==> src/rtl/pipe_stage_reg.sv <==
// pipe_stage_reg: parametrised pipeline stage register with a valid/ready handshake.
//
// Holds one payload in the main register, which drives out_data directly. With
// SKID=1 it also holds a second payload in a skid register, so that in_ready
// depends only on registered state. With SKID=0 it holds a single entry, and
// in_ready looks through to out_ready combinationally. The flush input drops
// every held payload and loads the bubble value FLUSH_VAL. The hold input
// freezes the stage and masks both sides of the handshake.
//
// Ports:
//   clk        rising-edge clock
//   rst        asynchronous, active-high reset
//   in_valid   upstream payload valid
//   in_ready   stage can accept a payload this cycle
//   in_data    upstream payload (WIDTH bits)
//   out_valid  payload valid to downstream
//   out_ready  downstream accepts this cycle
//   out_data   payload to downstream (WIDTH bits)
//   flush      discard all held payloads, insert a bubble
//   hold       freeze the stage
//   occ        number of entries held (0..2)
module pipe_stage_reg #(
  parameter int unsigned      WIDTH     = 32,
  parameter logic [WIDTH-1:0] RESET_VAL = '0,
  parameter logic [WIDTH-1:0] FLUSH_VAL = '0,
  parameter bit               SKID      = 1'b1
) (
  input  logic             clk,
  input  logic             rst,
  input  logic             in_valid,
  output logic             in_ready,
  input  logic [WIDTH-1:0] in_data,
  output logic             out_valid,
  input  logic             out_ready,
  output logic [WIDTH-1:0] out_data,
  input  logic             flush,
  input  logic             hold,
  output logic [1:0]       occ
);

  logic             main_valid_q, main_valid_d;
  logic             skid_valid_q, skid_valid_d;
  logic [WIDTH-1:0] main_data_q, main_data_d;
  logic [WIDTH-1:0] skid_data_q, skid_data_d;
  logic             in_fire_s;
  logic             out_fire_s;

  // Handshake terms; hold masks both sides.
  always_comb begin
    in_ready = 1'b0;
    if (SKID) begin
      // Only registered state is used here, so there is no out_ready path.
      in_ready = !hold && !skid_valid_q;
    end else begin
      in_ready = !hold && (!main_valid_q || out_ready);
    end
  end

  assign out_valid  = main_valid_q && !hold;
  assign out_data   = main_data_q;
  assign in_fire_s  = in_valid && in_ready;
  assign out_fire_s = out_valid && out_ready;
  assign occ        = {1'b0, main_valid_q} + {1'b0, skid_valid_q};

  // Next-state logic, in priority order: flush, then hold, then the handshake.
  always_comb begin
    main_valid_d = main_valid_q;
    skid_valid_d = skid_valid_q;
    main_data_d  = main_data_q;
    skid_data_d  = skid_data_q;
    if (flush) begin
      // Any word accepted in the same cycle is dropped along with the held ones.
      main_valid_d = 1'b0;
      skid_valid_d = 1'b0;
      main_data_d  = FLUSH_VAL;
    end else if (hold) begin
      // Frozen: keep every register.
      main_valid_d = main_valid_q;
    end else if (SKID) begin
      if (skid_valid_q) begin
        // BOTH: in_ready is low, so only the downstream side can move.
        if (out_fire_s) begin
          main_data_d  = skid_data_q;
          skid_valid_d = 1'b0;
        end else begin
          skid_valid_d = skid_valid_q;
        end
      end else if (main_valid_q) begin
        // FULL
        if (in_fire_s && out_fire_s) begin
          main_data_d = in_data;
        end else if (in_fire_s) begin
          skid_data_d  = in_data;
          skid_valid_d = 1'b1;
        end else if (out_fire_s) begin
          // The payload stays in main_data_q; only the valid bit is cleared.
          main_valid_d = 1'b0;
        end else begin
          main_valid_d = main_valid_q;
        end
      end else begin
        // EMPTY
        if (in_fire_s) begin
          main_data_d  = in_data;
          main_valid_d = 1'b1;
        end else begin
          main_valid_d = main_valid_q;
        end
      end
    end else begin
      // Single entry: accepting a word and delivering one in the same cycle
      // replaces the payload.
      if (in_fire_s) begin
        main_data_d  = in_data;
        main_valid_d = 1'b1;
      end else if (out_fire_s) begin
        main_valid_d = 1'b0;
      end else begin
        main_valid_d = main_valid_q;
      end
    end
  end

  // State registers, cleared asynchronously.
  always_ff @(posedge clk or posedge rst) begin
    if (rst) begin
      main_valid_q <= 1'b0;
      skid_valid_q <= 1'b0;
      main_data_q  <= RESET_VAL;
      skid_data_q  <= RESET_VAL;
    end else begin
      main_valid_q <= main_valid_d;
      skid_valid_q <= skid_valid_d;
      main_data_q  <= main_data_d;
      skid_data_q  <= skid_data_d;
    end
  end

endmodule

==> config.mk <==
export PLATFORM = sky130hd
export DESIGN_NAME = pipe_stage_reg
export DESIGN_NICKNAME = d
export VERILOG_FILES = /design/src/rtl/pipe_stage_reg.sv
export SDC_FILE = /design/constraint.sdc
export NUM_CORES = 1
export LEC_CHECK = 0
export BUFFER_PORTS_ARGS = -buffer_cell sky130_fd_sc_hd__buf_2
export CORE_UTILIZATION = 49
export DETAILED_ROUTE_END_ITERATION = 8
export GPL_TIMING_DRIVEN = 0
export PLACE_DENSITY = 0.78
export SYNTH_ARGS = -nofsm -noshare
export SYNTH_HDL_FRONTEND = slang
export SYNTH_SLANG_ARGS = --single-unit
==> constraint.sdc <==
create_clock -name clk -period 1.9 [get_ports clk]
set_input_delay 0.095 -clock clk [delete_from_list [all_inputs] [get_ports clk]]
set_output_delay 0.095 -clock clk [all_outputs]
set_load 0.02 [all_outputs]
Word-level counts from Yosys, hierarchy flattened
Index checks and enable logic that the tools add are counted.
Storage, ports and cells
  flip-flop bits (word level): 66
  output and inout bits: 36
  logic and storage cells: 44
Cells by class
  add/sub/neg operators: 1
  equality and inequality tests: 4
  mux-type cells: 20
  bitwise gates (word level): 4
  reduce and logical (&&, ||, !) cells: 11
Operators with widths (number)
  32-bit 2-to-1 mux: 7
  1-bit 2-to-1 mux: 13
  6-bit AND reduction: 1
  1-bit logical AND: 5
  2-bit inequality test (second input constant): 2
  4-bit by 2-bit inequality test with 1-bit output (second input constant): 1
  1-bit inverter: 4
  4-bit AND reduction: 1
  4-bit nonzero test: 1
  3-bit by 2-bit inequality test with 1-bit output (second input constant): 1
  1-bit by 1-bit adder with 2-bit output: 1
  1-bit logical NOT: 2
  2-bit AND reduction: 1

Longest topological paths before layout
  word-level depth: 10
  gate-level depth with buffers: 5

Least setup slack after synthesis
No wires, ideal clock.
  path type: flip-flop to flip-flop
  start point: register skid_valid_q
  end point: register main_data_q[0], in the netlist out_data[0]
  library setup time: 125 ps
  arrival: 1432 ps
  path slack: 343 ps
  cell stages (with the launch flop): 6
  path buffers: 2
  cell sequence: dfrtp_1 buf_6 mux2i_1 a211o_1 buf_6 mux2_4
Between the ends
  cells in the longest elaborated chain, start to end: 6
  elaborated cells between the ends (all ways): 11
  classes of those cells: eq/ne (2); mux (3); reduce/logical (6)
Ends and longest elaborated chain
  start, declared: RTL line 42  | logic skid_valid_q, skid_valid_d;
  start signal, assigned: RTL line 133  | skid_valid_q <= skid_valid_d;
  1-bit logical NOT: RTL line 53  | in_ready = !hold && !skid_valid_q;
  1-bit logical AND: RTL line 53
  1-bit logical AND: RTL line 61  | assign in_fire_s = in_valid && in_ready;
  1-bit logical AND: RTL line 90  | if (in_fire_s && out_fire_s) begin
  4-bit by 2-bit inequality test with 1-bit output (no line)
  4-bit AND reduction (no line)
  end signal, assigned: RTL line 134  | main_data_q <= main_data_d;
  end, declared: RTL line 43  | logic [WIDTH-1:0] main_data_q, main_data_d;
Several ways; a longest one is shown, not always the timed one. The select of a mux whose other input is x is not followed.
A chain may end at the register's enable or synchronous reset.

Worst setup path after layout
  start point: register skid_valid_q
  end point: register main_data_q[19], in the netlist out_data[19]
The elaborated chain is that of the path after synthesis.

==> qor.txt <==
Die width = 84.26 um
Uppermost routed layer = met4
Period utilization = 91.49%
Endpoints failing setup = 0
Pre-antenna DRT Iters = 8
Hold_buf cts = 20
Worst path cell trace = buf_6 -> mux2i_1 -> a211o_1 -> buf_6 -> mux2_4
Synth top area share = 49.81%
Total GRT Usage = 21.09%
Pwr dens = 793.1 nW/um^2
Routed WL = 6762 um
Routed wl met2 = 3497 um
DRC = 10
CP Max Fanout = 10
Hold Path Sink = skid_data_q[24]
Post-synth cell types = 19
Layout cells sized above 1 = 44.57%
Drt initial violations = 106
Clock power share = 34.0%
Met1 wire length = 2882 um
Tmin final = 1.738 ns
Yosys warns = 0
Net Sw Power = 865.4 uW
Routed vias = 2279
Slew Limit Fails = 0
Final hold viol count = 0
Seq pwr share = 49.3%
Crit path launch = skid_valid_q
Row count = 29
Crit-path slowest cell = dfrtp_1
Area of the core = 6459 sq um
Routed met3 length = 269 um
Yosys reg bits = 66
Hold_sp = in_data[24]
Die height = 84.26 um
CTS sink cnt = 66
Clock buffer depth = 2
Max VDD drop = 0.4857 mV
Total global routing overflow = 0
First-pass GRT wire length = 11490 um
Commonest non-fill, non-tap cell in the layout = buf_2
Largest net degree at the start of global routing = 38
Routed wire per std cell = 15.20 um
Mapped Cells = 257
Peak Freq = 575.3 MHz
Slew @ Worst Pin = 0.7980 ns
Worst Hold Class = input pin to register
Port bufs = 73
Setup TNS = 0 ns
RSZ-0062 raised after global routing = false
Switching share of power = 26.02%
Sequential fraction of the synthesis area = 49.81%
Clock skew = 0.005334 ns
FF-to-FF End = out_data[19]
Post-synth EDFFs = 0
Total Power = 3.325 mW
Post-synth ARST share = 100.0%
Nets = 402
Commonest non-fill, non-tap cells in the layout = 79 x buf_2, 66 x dfrtp_1, 34 x mux2_2
Internal Pwr Total = 2.460 mW
Setup bufs post-CTS = 0
Antenna violations before repair = 0
Synthesized cell area = 3316 sq um
Crit start category = register
Combinational Power Share = 16.7%
Htree depth = 3
Primary FF master, synth = dfrtp_1
CTS resizes = 0
Status = finished, violations left
Vias in the first global route = 2456
TritonCTS clock tree = done
Failing checks = DRC
Syn Area/Cell = 12.90 sq um
Largest stage delay on the critical path = 0.37 ns
# IOs = 74
CP required = 2.12 ns
Critical Path Most Common Cell = buf_6
Die area = 7100 sq um
Number of cells on the worst hold path = 2
Crit path kind = register to register
Syn_nets = 296
Reg2Reg Depth = 5
Finished Core Util = 64.92%
Starting Density = 51.34%
Worst skew pair latency = 0.34 ns
Post-route ant nets = 0
Post-DP HPWL = 4594 um
Cell taking the most area after synthesis = dfrtp_1
Layout area overhead = 26.45%
Hold slack final = 0.006752 ns
Critical path arrival = 1.96 ns
Lkg Pwr = 2.158 nW
CTS Buf Count = 9
Clock root buffer = clkbuf_8
Final Wtd Congestion = 0.7322
Slew headroom = 46.72%
Max_cap viols = 0
Reg clk slew, reported paths = 0.07 ns
R2R setup slack = 0.16 ns
Critical Path End Type = register
Post-DR vias/cell = 5.121
ANT cells = 0
Reg-to-reg startpoint = skid_valid_q
Dominant cells by area after synthesis = dfrtp_1 50%, mux2_4 14%, mux2_2 12%
power by group through the flow:
stage | Sequential, mW | Clock [mW] | Combinational, mW
3_3_place_gp | 1.66 | 0 | 0.505
5_1_grt | 1.66 | 1.22 | 0.607
3_5_place_dp | 1.67 | 0 | 0.529
6_report | 1.64 | 1.13 | 0.555
2_1_floorplan | 1.69 | 0 | 0.333
4_1_cts | 1.64 | 1.15 | 0.562
sequential cells by signal, indices dropped and copies added, names as in the netlist:
signal	count
out_data	32
skid_data_q	32
main_valid_q	1
skid_valid_q	1
Yosys cell counts, types with 2 or more instances:
cell	count
a21oi_1	2
buf_2	6
buf_6	4
clkbuf_1	7
dfrtp_1	66
inv_1	2
mux2_2	34
mux2_4	30
mux2i_1	33
nor2_1	33
nor2b_1	32
how the worst max path moves through the flow:
stage                            to  cells past startpoint  slack [ns]
finish                 out_data[19]                      5        0.16
global placement    skid_data_q[16]                      2       -0.62
global route        skid_data_q[25]                      4        0.06
floorplan              main_valid_q                      1        0.15
CTS                 skid_data_q[25]                      5        0.14
detailed placement     out_data[19]                      5        0.16
critical path, delay by kind of cell (launching register included):
kind	cells	cell delay, ns
muxes	2	0.54
DFF	1	0.37
buffers and inverters	2	0.40
AOI/OAI and AO/OA	1	0.30
stage by stage:
step                cell area, sq um  instances  worst slack [ns]
floorplan                       3316        257            0.1502
global placement                3777        407           -0.6215
detailed placement              3797        408            0.1574
CTS                             4183        444            0.1423
global route                    4193        445           0.05616
finish                          4193        445            0.1617
metal layers:
metal  track usage (%)  vias to the layer above
met4             8.777                        0
met2             37.11                       63
li1                  -                     1089
met3             4.228                       10
met1             25.31                     1117
met5                 0                        -
final cells by class:
| class | instances | area, sq um |
|---|---|---|
| inverter | 2 | 7.507 |
| tap | 77 | 96.34 |
| buffer | 17 | 101.3 |
| clock buffer | 10 | 127.6 |
| multi-input combinational | 172 | 1555 |
| sequential | 66 | 1652 |
| fill | 508 | 2266 |
| clock inverter | 6 | 57.56 |
| timing repair buffer | 95 | 595.6 |
kinds of logic after synthesis:
| family | synth area share, % |
|---|---|
| multiplexers | 35.09 |
| AND/OR/NAND/NOR | 10.41 |
| flip-flops | 49.81 |
| buffers and inverters | 3.283 |
| AO/OA/AOI/OAI | 1.019 |
| adder cells (fa/ha/maj) | 0.3773 |
Note: power is estimated with default switching activity, not from simulation.
